$ cat src/rtl/led_rate_ctrl.sv
// Pushbutton front end for the LED blink counter: synchronise, debounce, and
// turn short/long presses into divider updates with a one-cycle write strobe.
module led_rate_ctrl #(
  parameter int unsigned DB_CYCLES   = 1_000_000,
  parameter int unsigned LONG_CYCLES = 100_000_000,
  parameter int unsigned DIV_MAX     = 20,
  parameter int unsigned DIV_DEFAULT = 1
) (
  input  logic       clk100,
  input  logic       rst,
  input  logic       btn_i,
  output logic [4:0] div_o,
  output logic       wren_o
);

  localparam int unsigned DB_W   = (DB_CYCLES   > 1) ? $clog2(DB_CYCLES)   : 1;
  localparam int unsigned HOLD_W = (LONG_CYCLES > 1) ? $clog2(LONG_CYCLES) : 1;

  localparam logic [DB_W-1:0]   DB_LAST   = DB_W'(DB_CYCLES - 1);
  localparam logic [HOLD_W-1:0] HOLD_LAST = HOLD_W'(LONG_CYCLES - 1);
  localparam logic [4:0]        DIV_TOP   = 5'(DIV_MAX);
  localparam logic [4:0]        DIV_DEF   = 5'(DIV_DEFAULT);

  typedef enum logic [1:0] {IDLE, HELD, LONG} state_t;

  logic              sync1, btn_s, btn_db;
  logic [DB_W-1:0]   db_cnt;
  logic [HOLD_W-1:0] hold_cnt, hold_n;
  logic [4:0]        div_q, div_n;
  logic              wren_q, wren_n;
  state_t            state, state_n;

  always_ff @(posedge clk100) begin
    if (rst) begin
      sync1  <= 1'b0;
      btn_s  <= 1'b0;
      btn_db <= 1'b0;
      db_cnt <= '0;
    end else begin
      sync1 <= btn_i;
      btn_s <= sync1;
      if (btn_s == btn_db) begin
        db_cnt <= '0;
      end else if (db_cnt == DB_LAST) begin
        btn_db <= btn_s;
        db_cnt <= '0;
      end else begin
        db_cnt <= db_cnt + DB_W'(1);
      end
    end
  end

  always_ff @(posedge clk100) begin
    if (rst) begin
      state    <= IDLE;
      hold_cnt <= '0;
      div_q    <= DIV_DEF;
      wren_q   <= 1'b0;
    end else begin
      state    <= state_n;
      hold_cnt <= hold_n;
      div_q    <= div_n;
      wren_q   <= wren_n;
    end
  end

  // IDLE is only ever entered with btn_db low, so btn_db high there is a rising edge.
  always_comb begin
    state_n = state;
    hold_n  = hold_cnt;
    div_n   = div_q;
    wren_n  = 1'b0;
    case (state)
      IDLE: begin
        if (btn_db) begin
          state_n = HELD;
          hold_n  = '0;
        end
      end
      HELD: begin
        if (!btn_db) begin
          div_n   = (div_q == DIV_TOP) ? 5'd1 : div_q + 5'd1;
          wren_n  = 1'b1;
          state_n = IDLE;
        end else if (hold_cnt == HOLD_LAST) begin
          div_n   = DIV_DEF;
          wren_n  = 1'b1;
          state_n = LONG;
        end else begin
          hold_n = hold_cnt + HOLD_W'(1);
        end
      end
      LONG: begin
        if (!btn_db) state_n = IDLE;
      end
      default: state_n = IDLE;
    endcase
  end

  assign div_o  = div_q;
  assign wren_o = wren_q;

endmodule
$ cat config.mk
export PLATFORM = sky130hd
export DESIGN_NAME = led_rate_ctrl
export DESIGN_NICKNAME = d
export VERILOG_FILES = /design/src/rtl/led_rate_ctrl.sv
export SDC_FILE = /design/constraint.sdc
export NUM_CORES = 1
export LEC_CHECK = 0
export CAP_MARGIN = 20
export CORE_ASPECT_RATIO = 1.75
export CORE_UTILIZATION = 54
export CTS_CLUSTER_DIAMETER = 200
export DETAILED_ROUTE_END_ITERATION = 7
export PLACE_DENSITY = 0.74
export SYNTH_ARGS = -nofsm -noshare
export SYNTH_HDL_FRONTEND = slang
export SYNTH_SLANG_ARGS = --single-unit
$ cat constraint.sdc
create_clock -name clk100 -period 1.8 [get_ports clk100]
set_input_delay 0.36 -clock clk100 [delete_from_list [all_inputs] [get_ports clk100]]
set_output_delay 0.36 -clock clk100 [all_outputs]
set_load 0.02 [all_outputs]
* Word-level counts from Yosys, hierarchy flattened
Index checks and enable logic that the tools add are counted.
** Cells by class
- Equality and inequality tests :: 12
- $add $sub $neg :: 3
- Reduce and logical (&&, ||, !) cells :: 8
- Bitwise logic cells :: 2
- Mux-type cells :: 14
** Operators with widths (number)
- 27-bit 2-to-1 mux :: 3
- 27-bit case mux with 2 select lines :: 1
- 27-bit by 1-bit adder with 27-bit output (second input constant) :: 1
- 27-bit equality test (second input constant) :: 1
- 20-bit by 1-bit adder with 20-bit output (second input constant) :: 1
- 20-bit equality test (second input constant) :: 1
- 5-bit 2-to-1 mux :: 3
- 2-bit 2-to-1 mux :: 4
- 2-bit inequality test (second input constant) :: 4
- 2-bit case mux with 3 select lines :: 1
- 5-bit by 1-bit adder with 5-bit output (second input constant) :: 1
- 5-bit equality test (second input constant) :: 1
- 2-bit AND reduction :: 2
- 4-bit AND reduction :: 1
- 3-bit inequality test (second input constant) :: 1
- 3-bit AND reduction :: 1
- 3-bit OR reduction :: 1
- 2-bit by 1-bit equality test with 1-bit output (second input constant) :: 1
- 2-bit equality test (second input constant) :: 1
- 2-bit zero test :: 1
- 1-bit 2-to-1 mux :: 2
- 2-bit by 1-bit inequality test with 1-bit output (second input constant) :: 1
- 1-bit NOT :: 2
- 2-bit nonzero test :: 1
- 2 further kinds :: 2
** Word-level totals
- Input port bits :: 3
- Flip-flop bits (word level) :: 58

* Logic depth before layout (Yosys ltp)
- Depth in word-level cells :: 4
- Gate-level depth with buffers :: 7
- Mapped depth without buffers :: 7

* Least setup slack after synthesis
Ideal clock, no wire load.
- Path type :: flip-flop to flip-flop
- Start :: reg hold_cnt[0]
- End :: reg hold_cnt[2]
- Buffers on the path :: 1
- Setup slack :: -0.008 ns
- Arrival time :: 1.738 ns
- Data required time :: 1.729 ns
- Cell stages (with the launch flop) :: 8
- Cells stage by stage :: dfxtp_1 -> ha_1 -> nand3_1 -> nor4_2 -> a41o_2 -> buf_6 -> or3_2 -> a21oi_1
** On the way
- Cells in the longest elaborated chain, start to end :: 4
** Ends and longest elaborated chain
- from (decl) :: line 28 : logic [HOLD_W-1:0] hold_cnt, hold_n;
- from (signal assigned) :: line 61 : hold_cnt <= hold_n;
- 27-bit by 1-bit adder with 27-bit output :: line 90 : hold_n = hold_cnt + HOLD_W'(1);
- 27-bit 2-to-1 mux :: line 85 : end else if (hold_cnt == HOLD_LAST) begin
- 27-bit 2-to-1 mux :: line 81 : if (!btn_db) begin
- 27-bit case mux with 2 select lines :: line 73 : case (state)
Parallel ways exist; a longest one is shown, timed or not. The select of a mux whose other input is x is not followed.
A chain may end at the register's enable or synchronous reset.

* Worst setup path in the final report
- Start :: reg hold_cnt[2]
- End :: reg hold_cnt[11]
The elaborated chain is that of the path after synthesis.

==> reports/results.ini <==
[run_status]
status=finished, violations left
violations=negative setup slack

[logic_synthesis]
synth-seq-cells=58
netlist_top_cells_area=dfxtp_1, nor2_1, xnor2_1
synth_top_area_cell=dfxtp_1
syn_area_per_cell_sq_um=8.597
synth_seq_area_share=0.4343
ys_warn_count=0
syn-num-nets=318
netlist.area_leader.share=0.4343
syn_area_sq_um=2674
synthDistinctLibCells=43
syn_inst=311

[clock_network]
clk_latency_ps=330
cts-root-buf=clkbuf_8
numCtsBuffers=9
cts_buffer_depth=2
cts_tree=built
cts-hold-fix-buffers=0
cts_sinks=58
htreeDepth=3
clkTransAtPathRegs_ps=70

[routing]
viasPerCell=5.867
drtPass1Iterations=4
wl_per_cell_um=15.57
drt_iter0_markers=58
drcViolationCount=0
vias=2423
ant_nets=0
wirelength_um=6429

[worst_hold_path]
hold_path.class=register to register

[global_route]
grt_pass1_vias=2202
grt.total_usage=0.2486
grt_pass1_wl_um=9301
antenna_found_initial=0
grt_overflow=0
grt_max_degree=26

[power]
ir_worst_vdd_v=0.0007833
finalPower_mw=2.697
leakagePower_nw=1.211
power.density_nw_per_um2=790.0

[placement]
io_buffers=8
place_ws_ps=-51.70
place_hpwl_um=4036
gp_congestion=0.7705

[setup_path]
cp-end-kind=register
cpPeakStageDelay_ps=590
worstSetupStartpointType=register
slowest_stage=or4_4
cp.arrival_ps=2090
crit_chain=buf_4 > and4_2 > nand4_1 > or4_4 > a21oi_2
crit_type=register to register
cp.required_ps=2060
critPathMaxFanout=6

[cells_and_area]
utilization=0.7251
most-common-layout-cells=dfxtp_1, nor2_1, buf_4
mostFrequentLayoutCell=dfxtp_1
nets=365
num_antenna_cells=0
area.growth.synth_to_final_pct=27.66
drive_above_1_share=0.2050

[timing]
tns_ps=-27.19
finClkSkew_ps=9.317
tightest_slew_ps=339.7
finalMaxSlewViolations=0
period_needed_ps=1827
clock.fmax_mhz=547.3
maxSlewHeadroom=0.7735
grt_setup_unrepaired=yes
fin_ws_ps=-27.19
setup_viol=1
hold_violations=0
finalCritPeriodShare=1.015

[flow_run]
cap_violations=0

[die]
start_util=0.5680
die_h_um=95.09
die-area_sq_um=5248
die_x_um=55.19
coreArea_sq_um=4707
num_io_pins=9
std_cell_rows=33

==> worst max-delay path, delay by kind of cell (launching register included) <==
| kind | cells | cell delay [ps] |
|---|---|---|
| flops | 1 | 340 |
| buf+inv | 1 | 140 |
| compound gates | 1 | 150 |
| simple gates | 3 | 1120 |
==> synthesized netlist by cell type, drive strengths merged <==
| cell | count |
|---|---|
| dfxtp | 58 |
| nor2 | 51 |
| nand3 | 25 |
| xnor2 | 20 |
| nand2 | 14 |
| xor2 | 14 |
| a21oi | 12 |
| nand4 | 12 |
| o21ai | 12 |
| nor4 | 11 |
| inv | 10 |
| or3 | 9 |
| nor3 | 7 |
| and3 | 5 |
| buf | 5 |
| or4 | 5 |
| a31oi | 4 |
| clkbuf | 4 |
| ha | 4 |
| nor2b | 4 |
| o31ai | 4 |
| or2 | 4 |
| and2 | 2 |
| and4 | 2 |
| nand2b | 2 |
| nand3b | 2 |
| a22oi | 1 |
| a32oi | 1 |
| a41o | 1 |
| a41oi | 1 |
| mux2i | 1 |
| nand4b | 1 |
| nand4bb | 1 |
| o311ai | 1 |
| or4bb | 1 |
==> repair_timing <==
item	in CTS	in global routing
endpoints found under the setup margin	15	42
gates cloned	0	2
gates resized for setup	2	20
setup buffers	0	3
pin swaps	1	8
==> where the power goes <==
group          internal (mW)  switching (mW)
Sequential              1.29         0.00504
Combinational         0.0220          0.0265
Clock                  0.877           0.477
Total                   2.19           0.509
==> cells by family (layout without fill, tap and decap cells) <==
family | after synthesis | in the layout | share of synthesized area
AND/OR/NAND/NOR | 158 | 158 | 0.3135
flip-flops | 58 | 58 | 0.4343
AO/OA/AOI/OAI | 37 | 39 | 0.08236
XOR/XNOR | 34 | 34 | 0.1114
buffers and inverters | 19 | 67 | 0.03603
adder cells (fa/ha/maj) | 4 | 4 | 0.01872
multiplexers | 1 | 1 | 0.003744
==> worst paths after layout <==
path | endpoint | depth (start not counted) | startpoint | slack, ps
worst max register to register | hold_cnt[11] | 5 | hold_cnt[2] | -30
worst min register to register | btn_s | 1 | sync1 | 460
worst max-delay path | hold_cnt[11] | 5 | hold_cnt[2] | -30
worst min-delay path | btn_s | 1 | sync1 | 460
==> per-layer routing <==
metal	GRT usage	vias to the layer above	part of all wire
li1	-	1203	-
met3	0.05582	17	0.030
met2	0.4307	49	0.55
met4	0.1438	0	0.029
met5	0	-	0
met1	0.2592	1154	0.39
==> stage by stage <==
| stage | area [sq um] | hold slack [ps] | cells |
|---|---|---|---|
| 6_report | 3413 | 464.5 | 413 |
| 4_1_cts | 3274 | 469.0 | 408 |
| 5_1_grt | 3413 | 489.4 | 413 |
| 3_3_place_gp | 3030 | 433.7 | 394 |
| 2_1_floorplan | 2679 | 413.8 | 311 |
| 3_5_place_dp | 3030 | 452.7 | 394 |
==> sequential cells by signal, indices dropped and copies added, names as in the netlist <==
register and cells:
state 2, sync1 1, btn_db 1, db_cnt 20, wren_o 1, btn_s 1
hold_cnt 27, div_o 5
==> cell type report <==
cell class	instances	area, sq um
clock inverter	2	60.06
fill	348	1294
sequential	58	1164
timing repair buffer	43	375.4
clock buffer	12	165.2
multi-input combinational	236	1546
tap	52	65.06
inverter	10	37.54
Power figures use the tool's default switching activity.
